File: config.mk
export PLATFORM = sky130hd
export DESIGN_NAME = conv_dot_engine_flat
export DESIGN_NICKNAME = d
export VERILOG_FILES = /design/src/rtl/conv_dot_engine_pkg.sv /design/src/rtl/conv_dot_engine_if.sv /design/src/rtl/conv_dot_engine_adder_tree.sv /design/src/rtl/conv_dot_engine.sv /design/src/flat_wrapper.sv
export SDC_FILE = /design/constraint.sdc
export NUM_CORES = 1
export LEC_CHECK = 0
export ABC_AREA = 1
export CELL_PAD_IN_SITES_DETAIL_PLACEMENT = 2
export CELL_PAD_IN_SITES_GLOBAL_PLACEMENT = 2
export CORE_MARGIN = 1
export CORE_UTILIZATION = 37
export DETAILED_ROUTE_END_ITERATION = 7
export PLACE_DENSITY_LB_ADDON = 0.25
export SLEW_MARGIN = 20
export SYNTH_ARGS = -nofsm -noshare
export SYNTH_HDL_FRONTEND = slang
export SYNTH_SLANG_ARGS = --single-unit
File: constraint.sdc
create_clock -name clk -period 6.3 [get_ports clk]
set_clock_uncertainty 0.2 [all_clocks]
set_input_delay 1.26 -clock clk [delete_from_list [all_inputs] [get_ports clk]]
set_output_delay 1.26 -clock clk [all_outputs]
set_load 0.01 [all_outputs]
File: src/rtl/conv_dot_engine_pkg.sv
// conv_pkg: sizing helpers, beat sideband type and lane slicing macros for the convolution datapath
`ifndef CONV_LANE
`define CONV_LANE(v, i, w) v[(i)*(w) +: (w)]
`define CONV_LANE_MSB(v, i, w) v[(i)*(w)+(w)-1]
`endif
package conv_pkg;
   typedef struct packed {
      logic valid;
      logic last;
      logic sgn;
      logic relu;
   } beat_ctl_t;
   function automatic int clog2(input int n);
      int r;
      r = 0;
      while ((1 << r) < n) r++;
      return r;
   endfunction
   function automatic int acc_width(input int data_w, input int lanes, input int beats);
      return 2 * data_w + clog2(lanes) + clog2(beats);
   endfunction
endpackage

File: src/rtl/conv_dot_engine_if.sv
// conv_dot_engine_if: beat input, weight load and result output handshake bundle
interface conv_dot_engine_if import conv_pkg::*; #(
   parameter int LANES = 4,
   parameter int DATA_W = 8,
   parameter int ACC_W = acc_width(DATA_W, LANES, 16)
);
   logic                    weight_load;
   logic [LANES*DATA_W-1:0] weight_in;
   logic                    in_valid;
   logic                    in_ready;
   logic [LANES*DATA_W-1:0] data_in;
   logic                    in_last;
   logic                    signed_mode;
   logic                    relu_en;
   logic                    out_valid;
   logic                    out_ready;
   logic [ACC_W-1:0]        data_out;
   logic                    out_ovf;
   modport master (
      output weight_load, weight_in, in_valid, data_in, in_last, signed_mode, relu_en, out_ready,
      input  in_ready, out_valid, data_out, out_ovf
   );
   modport slave (
      input  weight_load, weight_in, in_valid, data_in, in_last, signed_mode, relu_en, out_ready,
      output in_ready, out_valid, data_out, out_ovf
   );
endinterface

File: src/rtl/conv_dot_engine_adder_tree.sv
// dot_adder_tree: registered pairwise reduction of LANES operands, one level per cycle, widening one bit per level
module dot_adder_tree import conv_pkg::*; #(
   parameter int LANES = 4,
   parameter int IN_W = 16,
   localparam int L = clog2(LANES),
   localparam int OUT_W = IN_W + L
) (
   input  logic                  clk,
   input  logic                  reset,
   input  logic                  en,
   input  logic [LANES*IN_W-1:0] in_data,
   input  beat_ctl_t             in_ctl,
   output logic [OUT_W-1:0]      sum,
   output beat_ctl_t             out_ctl
);
   // all levels live back to back in one flat vector; level l starts at offs(l)
   function automatic int offs(input int l);
      int o;
      o = 0;
      for (int j = 1; j < l; j++) o += (LANES >> j) * (IN_W + j);
      return o;
   endfunction
   localparam int TOT = offs(L + 1);
   logic [TOT-1:0] tree_d, tree_q;
   beat_ctl_t [L:1] ctl_d, ctl_q;
   beat_ctl_t [L:0] ctl_all;
   assign ctl_all = {ctl_q, in_ctl};
   assign ctl_d = en ? ctl_all[L-1:0] : ctl_q;
   for (genvar l = 1; l <= L; l++) begin : g_lvl
      localparam int W = IN_W + l;
      localparam int N = LANES >> l;
      logic [2*N*(W-1)-1:0] src;
      if (l == 1) begin : g_first
         assign src = in_data;
      end else begin : g_next
         assign src = tree_q[offs(l-1) +: 2*N*(W-1)];
      end
      for (genvar i = 0; i < N; i++) begin : g_node
         logic [W-2:0] a, b;
         assign a = `CONV_LANE(src, 2*i, W-1);
         assign b = `CONV_LANE(src, 2*i+1, W-1);
         assign tree_d[offs(l) + i*W +: W] = en ? {ctl_all[l-1].sgn & a[W-2], a} + {ctl_all[l-1].sgn & b[W-2], b}
                                               : tree_q[offs(l) + i*W +: W];
      end
   end
   always_ff @(posedge clk) begin
      if (reset) begin
         tree_q <= '0;
         ctl_q <= '0;
      end else begin
         tree_q <= tree_d;
         ctl_q <= ctl_d;
      end
   end
   assign sum = tree_q[offs(L) +: OUT_W];
   assign out_ctl = ctl_all[L];
endmodule

File: src/rtl/conv_dot_engine.sv
// conv_dot_engine: weight-stationary pipelined dot product with multi-beat accumulation, ReLU and overflow flag
module conv_dot_engine import conv_pkg::*; #(
   parameter int LANES = 4,
   parameter int DATA_W = 8,
   parameter int ACC_BEATS_MAX = 16,
   localparam int L = clog2(LANES),
   localparam int ACC_W = acc_width(DATA_W, LANES, ACC_BEATS_MAX)
) (
   input logic clk,
   input logic reset,
   conv_dot_engine_if.slave bus
);
   localparam int PW = 2 * DATA_W;
   localparam int SW = PW + L;
   localparam int CW = clog2(ACC_BEATS_MAX) + 1;
   logic                    en, fire;
   logic [LANES*DATA_W-1:0] w_d, w_q, s0_data_d, s0_data_q;
   beat_ctl_t               s0_ctl_d, s0_ctl_q, s1_ctl_d, s1_ctl_q, t_ctl;
   logic [LANES*PW-1:0]     prod_d, prod_q;
   logic [PW-1:0]           a, b;
   logic [SW-1:0]           t_sum;
   logic [ACC_W-1:0]        total, acc_d, acc_q, dout_d, dout_q;
   logic [CW-1:0]           cnt_d, cnt_q;
   logic                    ovf_d, ovf_q, out_valid_d, out_valid_q;
   dot_adder_tree #(.LANES(LANES), .IN_W(PW)) u_tree (
      .clk(clk), .reset(reset), .en(en), .in_data(prod_q), .in_ctl(s1_ctl_q), .sum(t_sum), .out_ctl(t_ctl)
   );
   always_comb begin
      en = !(out_valid_q && !bus.out_ready);
      w_d = (en && bus.weight_load) ? bus.weight_in : w_q;
      s0_data_d = en ? bus.data_in : s0_data_q;
      s0_ctl_d = en ? '{valid: bus.in_valid, last: bus.in_last, sgn: bus.signed_mode, relu: bus.relu_en} : s0_ctl_q;
      s1_ctl_d = en ? s0_ctl_q : s1_ctl_q;
      prod_d = prod_q;
      a = '0;
      b = '0;
      // operands extended to the full product width so the low PW bits are exact in both modes
      for (int i = 0; i < LANES; i++) begin
         a = {{DATA_W{s0_ctl_q.sgn & `CONV_LANE_MSB(s0_data_q, i, DATA_W)}}, `CONV_LANE(s0_data_q, i, DATA_W)};
         b = {{DATA_W{s0_ctl_q.sgn & `CONV_LANE_MSB(w_q, i, DATA_W)}}, `CONV_LANE(w_q, i, DATA_W)};
         `CONV_LANE(prod_d, i, PW) = en ? a * b : `CONV_LANE(prod_q, i, PW);
      end
      fire = en && t_ctl.valid;
      total = acc_q + {{(ACC_W-SW){t_ctl.sgn & t_sum[SW-1]}}, t_sum};
      acc_d = fire ? (t_ctl.last ? '0 : total) : acc_q;
      cnt_d = fire ? (t_ctl.last ? '0 : cnt_q + CW'(cnt_q <= CW'(ACC_BEATS_MAX))) : cnt_q;
      dout_d = (fire && t_ctl.last) ? ((t_ctl.relu && t_ctl.sgn && total[ACC_W-1]) ? '0 : total) : dout_q;
      // cnt_q excludes the closing beat, so >= MAX means more than MAX beats in total
      ovf_d = (fire && t_ctl.last) ? (cnt_q >= CW'(ACC_BEATS_MAX)) : ovf_q;
      out_valid_d = (fire && t_ctl.last) ? 1'b1 : (out_valid_q && !bus.out_ready);
   end
   always_ff @(posedge clk) begin
      if (reset) begin
         w_q <= '0;
         s0_data_q <= '0;
         s0_ctl_q <= '0;
         prod_q <= '0;
         s1_ctl_q <= '0;
         acc_q <= '0;
         cnt_q <= '0;
         dout_q <= '0;
         ovf_q <= 1'b0;
         out_valid_q <= 1'b0;
      end else begin
         w_q <= w_d;
         s0_data_q <= s0_data_d;
         s0_ctl_q <= s0_ctl_d;
         prod_q <= prod_d;
         s1_ctl_q <= s1_ctl_d;
         acc_q <= acc_d;
         cnt_q <= cnt_d;
         dout_q <= dout_d;
         ovf_q <= ovf_d;
         out_valid_q <= out_valid_d;
      end
   end
   assign bus.in_ready = en;
   assign bus.out_valid = out_valid_q;
   assign bus.data_out = dout_q;
   assign bus.out_ovf = ovf_q;
endmodule

File: src/flat_wrapper.sv
// flat-port wrapper written by rule: the top's interface ports become plain ports
module conv_dot_engine_flat import conv_pkg::*;
#(
   parameter int LANES = 4,
   parameter int DATA_W = 8,
   parameter int ACC_BEATS_MAX = 16,
   localparam int L = clog2(LANES),
   localparam int ACC_W = acc_width(DATA_W, LANES, ACC_BEATS_MAX)
)
  (clk, reset, bus_weight_load, bus_weight_in, bus_in_valid, bus_data_in, bus_in_last, bus_signed_mode, bus_relu_en, bus_out_ready, bus_in_ready, bus_out_valid, bus_data_out, bus_out_ovf);
  conv_dot_engine_if #(.LANES(LANES), .DATA_W(DATA_W), .ACC_W((22))) bus_i ();
  input logic clk;
  input logic reset;
  input wire logic [$bits(bus_i.weight_load)-1:0] bus_weight_load;
  input wire logic [$bits(bus_i.weight_in)-1:0] bus_weight_in;
  input wire logic [$bits(bus_i.in_valid)-1:0] bus_in_valid;
  input wire logic [$bits(bus_i.data_in)-1:0] bus_data_in;
  input wire logic [$bits(bus_i.in_last)-1:0] bus_in_last;
  input wire logic [$bits(bus_i.signed_mode)-1:0] bus_signed_mode;
  input wire logic [$bits(bus_i.relu_en)-1:0] bus_relu_en;
  input wire logic [$bits(bus_i.out_ready)-1:0] bus_out_ready;
  output wire logic [$bits(bus_i.in_ready)-1:0] bus_in_ready;
  output wire logic [$bits(bus_i.out_valid)-1:0] bus_out_valid;
  output wire logic [$bits(bus_i.data_out)-1:0] bus_data_out;
  output wire logic [$bits(bus_i.out_ovf)-1:0] bus_out_ovf;
  assign bus_i.weight_load = bus_weight_load;
  assign bus_i.weight_in = bus_weight_in;
  assign bus_i.in_valid = bus_in_valid;
  assign bus_i.data_in = bus_data_in;
  assign bus_i.in_last = bus_in_last;
  assign bus_i.signed_mode = bus_signed_mode;
  assign bus_i.relu_en = bus_relu_en;
  assign bus_i.out_ready = bus_out_ready;
  assign bus_in_ready = bus_i.in_ready;
  assign bus_out_valid = bus_i.out_valid;
  assign bus_data_out = bus_i.data_out;
  assign bus_out_ovf = bus_i.out_ovf;
  conv_dot_engine #(.LANES(LANES), .DATA_W(DATA_W), .ACC_BEATS_MAX(ACC_BEATS_MAX)) u_core (.clk(clk), .reset(reset), .bus(bus_i));
endmodule
# ---- Word level (Yosys, flattened, before mapping)
# Index checks and enable logic that the tools add are counted.
dict set report totals {
  ff_bits 247
  input_bits 72
  out_inout_bits 25
  wordCells 63
}
dict set report classes {
  add_sub_neg 5
  n_mul 4
  n_lt_le_gt_ge 2
  mux 4
  n_bitwise 15
  n_reduce_logical 8
}
# cell count
set op_table {}
lappend op_table {{9-bit by 9-bit multiplier with 16-bit output} 4}
lappend op_table {{22-bit 2-to-1 mux} 2}
lappend op_table {{17-bit adder} 2}
lappend op_table {{22-bit adder} 1}
lappend op_table {{18-bit adder} 1}
lappend op_table {{1-bit AND} 15}
lappend op_table {{1-bit logical AND} 6}
lappend op_table {{5-bit by 1-bit adder with 5-bit output} 1}
lappend op_table {{5-bit greater-or-equal comparator (second input constant)} 1}
lappend op_table {{5-bit <= comparator (second input constant)} 1}
lappend op_table {{5-bit 2-to-1 mux} 1}
lappend op_table {{1-bit zero test} 2}
lappend op_table {{1-bit 2-to-1 mux} 1}

# ---- Logic depth before layout (Yosys ltp)
dict set report depth {
  word_depth 6
  mapped_depth 24
  depth_no_buf 22
}

# ---- By module
# From an unflattened synthesis, not the netlist that was laid out.
dict set report unflattened {
  cells_unflattened 3442
  area_unflattened_um2 24482.2
}
# mod instances cells_per_inst area_each_um2 seq_area_each_um2
set by_module_without_submodules {}
lappend by_module_without_submodules {conv_dot_engine 1 2579 19279.7 3743.6}
lappend by_module_without_submodules {dot_adder_tree 1 863 5202.5 1201.2}

# ---- Worst setup path after synthesis
# No wires, ideal clock.
dict set report synth_path {
  path_type {reg-to-reg}
  from {register u_core.w_q[8]}
  to {register u_core.prod_q[29]}
  setup_time_ps 116
  arrival_time_ps 4671
  required_time_ps 5984
  path_slack_ps 1313
  stages_incl_launch_ff 21
  n_path_buf 1
  synth_period_minus_slack_ps 4987
  cell_sequence {dfxtp_1 clkbuf_1 nand2_1 nor2_1 inv_1 fa_1 inv_1 fa_1 fa_1 fa_1 inv_1 fa_1 inv_1 ha_1 inv_1 o31ai_1 nand2_1 nand3_1 nand3_1 o211ai_1 inv_1}
}
dict set report synth_via {
  elab_chain_cells 1
}
# item line
set synth_rtl {}
lappend synth_rtl {{from (decl)} conv_dot_engine.sv:17} ;# logic [LANES*DATA_W-1:0] w_d, w_q, s0_data_d, s0_data_q;
lappend synth_rtl {{from (signal assigned)} conv_dot_engine.sv:65} ;# w_q <= w_d;
lappend synth_rtl {{9-bit by 9-bit multiplier with 16-bit output} conv_dot_engine.sv:41} ;# `CONV_LANE(prod_d, i, PW) = en ? a * b : `CONV_LANE(prod_q, i, PW);
lappend synth_rtl {{to (signal assigned)} conv_dot_engine.sv:68} ;# prod_q <= prod_d;
lappend synth_rtl {{to (decl)} conv_dot_engine.sv:19} ;# logic [LANES*PW-1:0] prod_d, prod_q;
# No other way between the ends.
# A chain may end at the register's enable or synchronous reset.

# ---- Final worst setup path
dict set report layout_path {
  from {register u_core.s0_ctl_q[1] in the netlist's numbering}
  to {register u_core.prod_q[63]}
}
dict set report layout_via {
  elab_chain_cells 2
  elab_cells_between_ends 3
  cone_classes {mul: 1; bitwise: 2}
}
# item line
set layout_rtl {}
lappend layout_rtl {{from (decl)} conv_dot_engine.sv:18} ;# beat_ctl_t s0_ctl_d, s0_ctl_q, s1_ctl_d, s1_ctl_q, t_ctl;
lappend layout_rtl {{from (signal assigned)} conv_dot_engine.sv:67} ;# s0_ctl_q <= s0_ctl_d;
lappend layout_rtl {{1-bit AND (no source line)} -}
lappend layout_rtl {{9-bit by 9-bit multiplier with 16-bit output *} conv_dot_engine.sv:41}
# Mark *: on every way between the ends. The rest lies on a longest branch, timed or not.

==> run_results.csv <==
group,metric,value,unit
pwr,sw_frac_of_total,0.354,
logic_synthesis,synth-seq-cells,247,
floorplanning,rows,93,
timing,max-slew-margin-rel,0.337,
min_path,hold_path.class,"reg2reg",
timing,final.min_clock_period,5.74,ns
pwr,clkPwrFrac,0.387,
logic_synthesis,syn_avg_cell_area,7.19,sq um
timing,final-max-slew-violation-count,0,
detailed_routing,drt-pass1-iter-count,4,
clock_network,worstSkewPairLatency,0.56,ns
logic_synthesis,synth_top_family_by_area,"adder cells",
detailed_routing,drt-vias-per-instance,5.07,
floorplanning,initial_utilization,0.374,
floorplanning,dieWidth,257,um
logic_synthesis,yosys.area_share.adder,0.319,
outcome,status,"complete, no violations",
pwr,power.density,204,mW/mm^2
detailed_routing,wirelength,82.4,mm
clock_network,cts_root_buffer,"clkbuf_16",
critical_path,path_cells,"inv_1 > buf_4 > nor2_1 > inv_1 > fa_1 > inv_1 > fa_1 > fa_1 > inv_1 > fa_1 > inv_1 > ha_1 > ha_1 > a21oi_1 > o21ai_0 > nand2_1 > nand2_1 > nor2_1 > inv_1 > nand2_1 > nand3_1 > nand2_1 > inv_1",
floorplanning,core-area,0.0642,sq mm
place,gp_congestion,0.861,
detailed_routing,drc,0,
finish,layout_commonest_cell,"nand2_1",
critical_path,end_kind,"flip-flop",
pwr,power.share.sequential,0.344,
critical_path,worstPathRequired,6.56,ns
timing,whs,0.253,ns
timing,tightestPinTransition,0.995,ns
global_routing,antenna_found_initial,0,
pwr,finalPower,5.49,mW
detailed_routing,ant_nets,0,
critical_path,worst-setup-path-type,"reg2reg",
place,port_buffers,96,
global_routing,grt_first_pass_wirelength,134,mm
critical_path,cp_common_cell,"inv_1",
finish,final_nets,3897,
timing,setup_viol,0,
logic_synthesis,synthFlopType,"dfxtp_1",
clock_network,htree_levels,2,
clock_network,path_clk_slew,0.06,ns
place,hpwlAfterDp,65.0,mm
floorplanning,die_y,257,um
clock_network,post_cts_buffers,0,
detailed_routing,routedWlPerCell,19.4,um
pwr,max-vdd-ir-drop,0.150,mV
logic_synthesis,synth_xor_area_frac,0.0197,
detailed_routing,met2_length,43.7,mm
logic_synthesis,syn-cell-area,0.0240,sq mm
clock_network,cts_resized,0,
floorplanning,dieArea,0.0659,sq mm
timing,rsz0062_at_grt,"no",
critical_path,critPathMaxFanout,10,
detailed_routing,drt_iter0_markers,737,
finish,area_delta_synth_final,12.1,%
critical_path,cp.arrival,6.01,ns
logic_synthesis,synth_cells,3337,
clock_network,cts_tree,"built",
global_routing,grt_pass1_vias,25300,
detailed_routing,routed.top_layer,"met4",
pwr,p_leak,14.5,nW
critical_path,r2r_cells,23,
clock_network,cts_buffers,35,
clock_network,clk_path_buf_depth,3,
pwr,p_int,3.55,mW
logic_synthesis,yosysUniqueCellTypes,40,
critical_path,slowest_delay,0.71,ns
logic_synthesis,synth.area.mux_share,0,
detailed_routing,wl_met3,1.60,mm
finish,n_fill_cell,7541,
critical_path,startpoint_type,"flip-flop",
detailed_routing,vias,21500,
critical_path,cp-startpoint,"u_core.s0_ctl_q[1]",
logic_synthesis,synth-simple-area-share,0.228,
timing,hold_viol,0,
logic_synthesis,synth_edf_count,0,
finish,layout_common_cells,"916 x nand2_1, 691 x inv_1, 256 x fa_1",
critical_path,cp-endpoint,"u_core.prod_q[63]",
pwr,power_switching,1.94,mW
logic_synthesis,synth_compound_area_frac,0.0953,
clock_network,hold_buffers,0,
flow_run,drv_cap,0,
critical_path,r2r-start,"u_core.s0_ctl_q[1]",
finish,drive_above_1_share,0.0324,
logic_synthesis,yosys_warnings,0,
timing,period_share,0.912,
logic_synthesis,synth-async-reset-ratio,0,
global_routing,track_usage,0.255,
finish,antenna_cells,0,
timing,tns,0,ns
critical_path,rrSetupSlack,0.56,ns
critical_path,cpMaxStageDelayCell,"fa_1",
pwr,power_frac_comb,0.269,
logic_synthesis,syn-num-nets,3868,
timing,max_freq,0.174,GHz
detailed_routing,drt-met1-wl,35.2,mm
floorplanning,io_pins,97,
logic_synthesis,ys_seq_area_frac,0.206,
clock_network,clkSinkCount,247,
global_routing,grt_max_degree,64,
critical_path,reg2reg_to,"u_core.prod_q[63]",
global_routing,grt_overflow_total,0,
[power groups by stage]
stage               Combinational, mW  Sequential [mW]  Clock (mW)
floorplan                        1.06             1.79           0
finish                           1.48             1.89        2.12
global route                     1.68             1.91        2.25
global placement                 1.39             1.92           0
CTS                              1.50             1.89        2.18
detailed placement               1.47             1.93           0
[logic make-up after synthesis]
group,Yosys count
AND/OR/NAND/NOR,1349
buffers and inverters,825
adder cells (fa/ha/maj),459
AO/OA/AOI/OAI,403
flip-flops,247
XOR/XNOR,54
[layout make-up]
class | instances | area [sq um] | share of cell area
multi-input cells | 2265 | 15900 | 0.592
inverters | 698 | 2620 | 0.0974
clock inverters | 19 | 264 | 0.00982
well taps | 855 | 1070 | 0.0398
flip-flops and latches | 247 | 4940 | 0.184
repair buffers | 119 | 1130 | 0.0421
clock buffers | 44 | 951 | 0.0354
[through the flow]
step / util / std cells / setup WS, ns / cell area, sq um
after detailed placement: 0.400 / 4184 / 0.602 / 25700
final: 0.419 / 4247 / 0.556 / 26900
after floorplan: - / 3337 / 1.31 / 24000
after global routing: 0.419 / 4247 / 0.210 / 26900
after CTS: 0.419 / 4247 / 0.531 / 26900
after global placement: 0.400 / 4184 / 0.940 / 25700
[cell usage after synthesis (5+ instances only)]
cell type	n	area, sq um
a21oi_1	138	691
or2_2	6	37.5
xor2_1	34	298
nor3_1	10	50.1
a31oi_1	6	37.5
o21ai_0	171	856
a22o_1	41	359
o21bai_1	10	75.1
xnor2_1	20	175
nand4_1	19	119
a21o_1	6	45.0
clkbuf_1	88	330
dfxtp_1	247	4940
inv_1	692	2600
o22ai_1	12	75.1
o211ai_1	8	60.1
inv_2	6	22.5
nand2_1	916	3440
fa_1	256	5120
ha_1	203	2540
nand3b_1	20	150
nor2_1	233	875
buf_2	31	155
a32o_1	5	50.1
nand3_1	128	641
[how the worst min path moves through the flow]
stage / endpoint / slack, ns / cells after the start / startpoint
CTS: u_core.bus.data_out[12] / 0.26 / 2 / u_core.bus.data_out[12]
global route: u_core.bus.data_out[12] / 0.27 / 2 / u_core.bus.data_out[12]
global placement: u_core.bus.data_out[7] / 0.24 / 2 / u_core.bus.data_out[7]
finish: u_core.bus.data_out[12] / 0.25 / 2 / u_core.bus.data_out[12]
floorplan: u_core.u_tree.out_ctl[0] / 0.23 / 2 / u_core.u_tree.out_ctl[0]
detailed placement: u_core.bus.data_out[12] / 0.24 / 2 / u_core.bus.data_out[12]
[state kept, by name, summed over array words and instances, names as in the netlist, 4 cells and up]
name	count
u_core.s1_ctl_q	4
u_core.s0_data_q	32
u_core.s0_ctl_q	4
u_core.u_tree.ctl_all	4
u_core.bus.data_out	22
u_core.w_q	32
u_core.u_tree.out_ctl	4
u_core.cnt_q	5
u_core.acc_q	22
u_core.prod_q	64
u_core.u_tree.tree_q	52
[layer usage]
| metal | track usage | vias up |
|---|---|---|
| li1 | - | 10200 |
| met1 | 0.303 | 11000 |
| met2 | 0.483 | 219 |
| met3 | 0.0259 | 116 |
| met4 | 0.0650 | 0 |
| met5 | 0 | - |
[worst max-delay path: cells and delay by family (launching register included)]
| family | cells | cell delay [ns] |
|---|---|---|
| DFF | 1 | 0.50 |
| and+or+nand+nor | 7 | 0.82 |
| buffers and inverters | 8 | 0.89 |
| adders and majority gates | 6 | 2.83 |
| AOI/OAI and AO/OA | 2 | 0.38 |
Power figures use the tool's default switching activity.
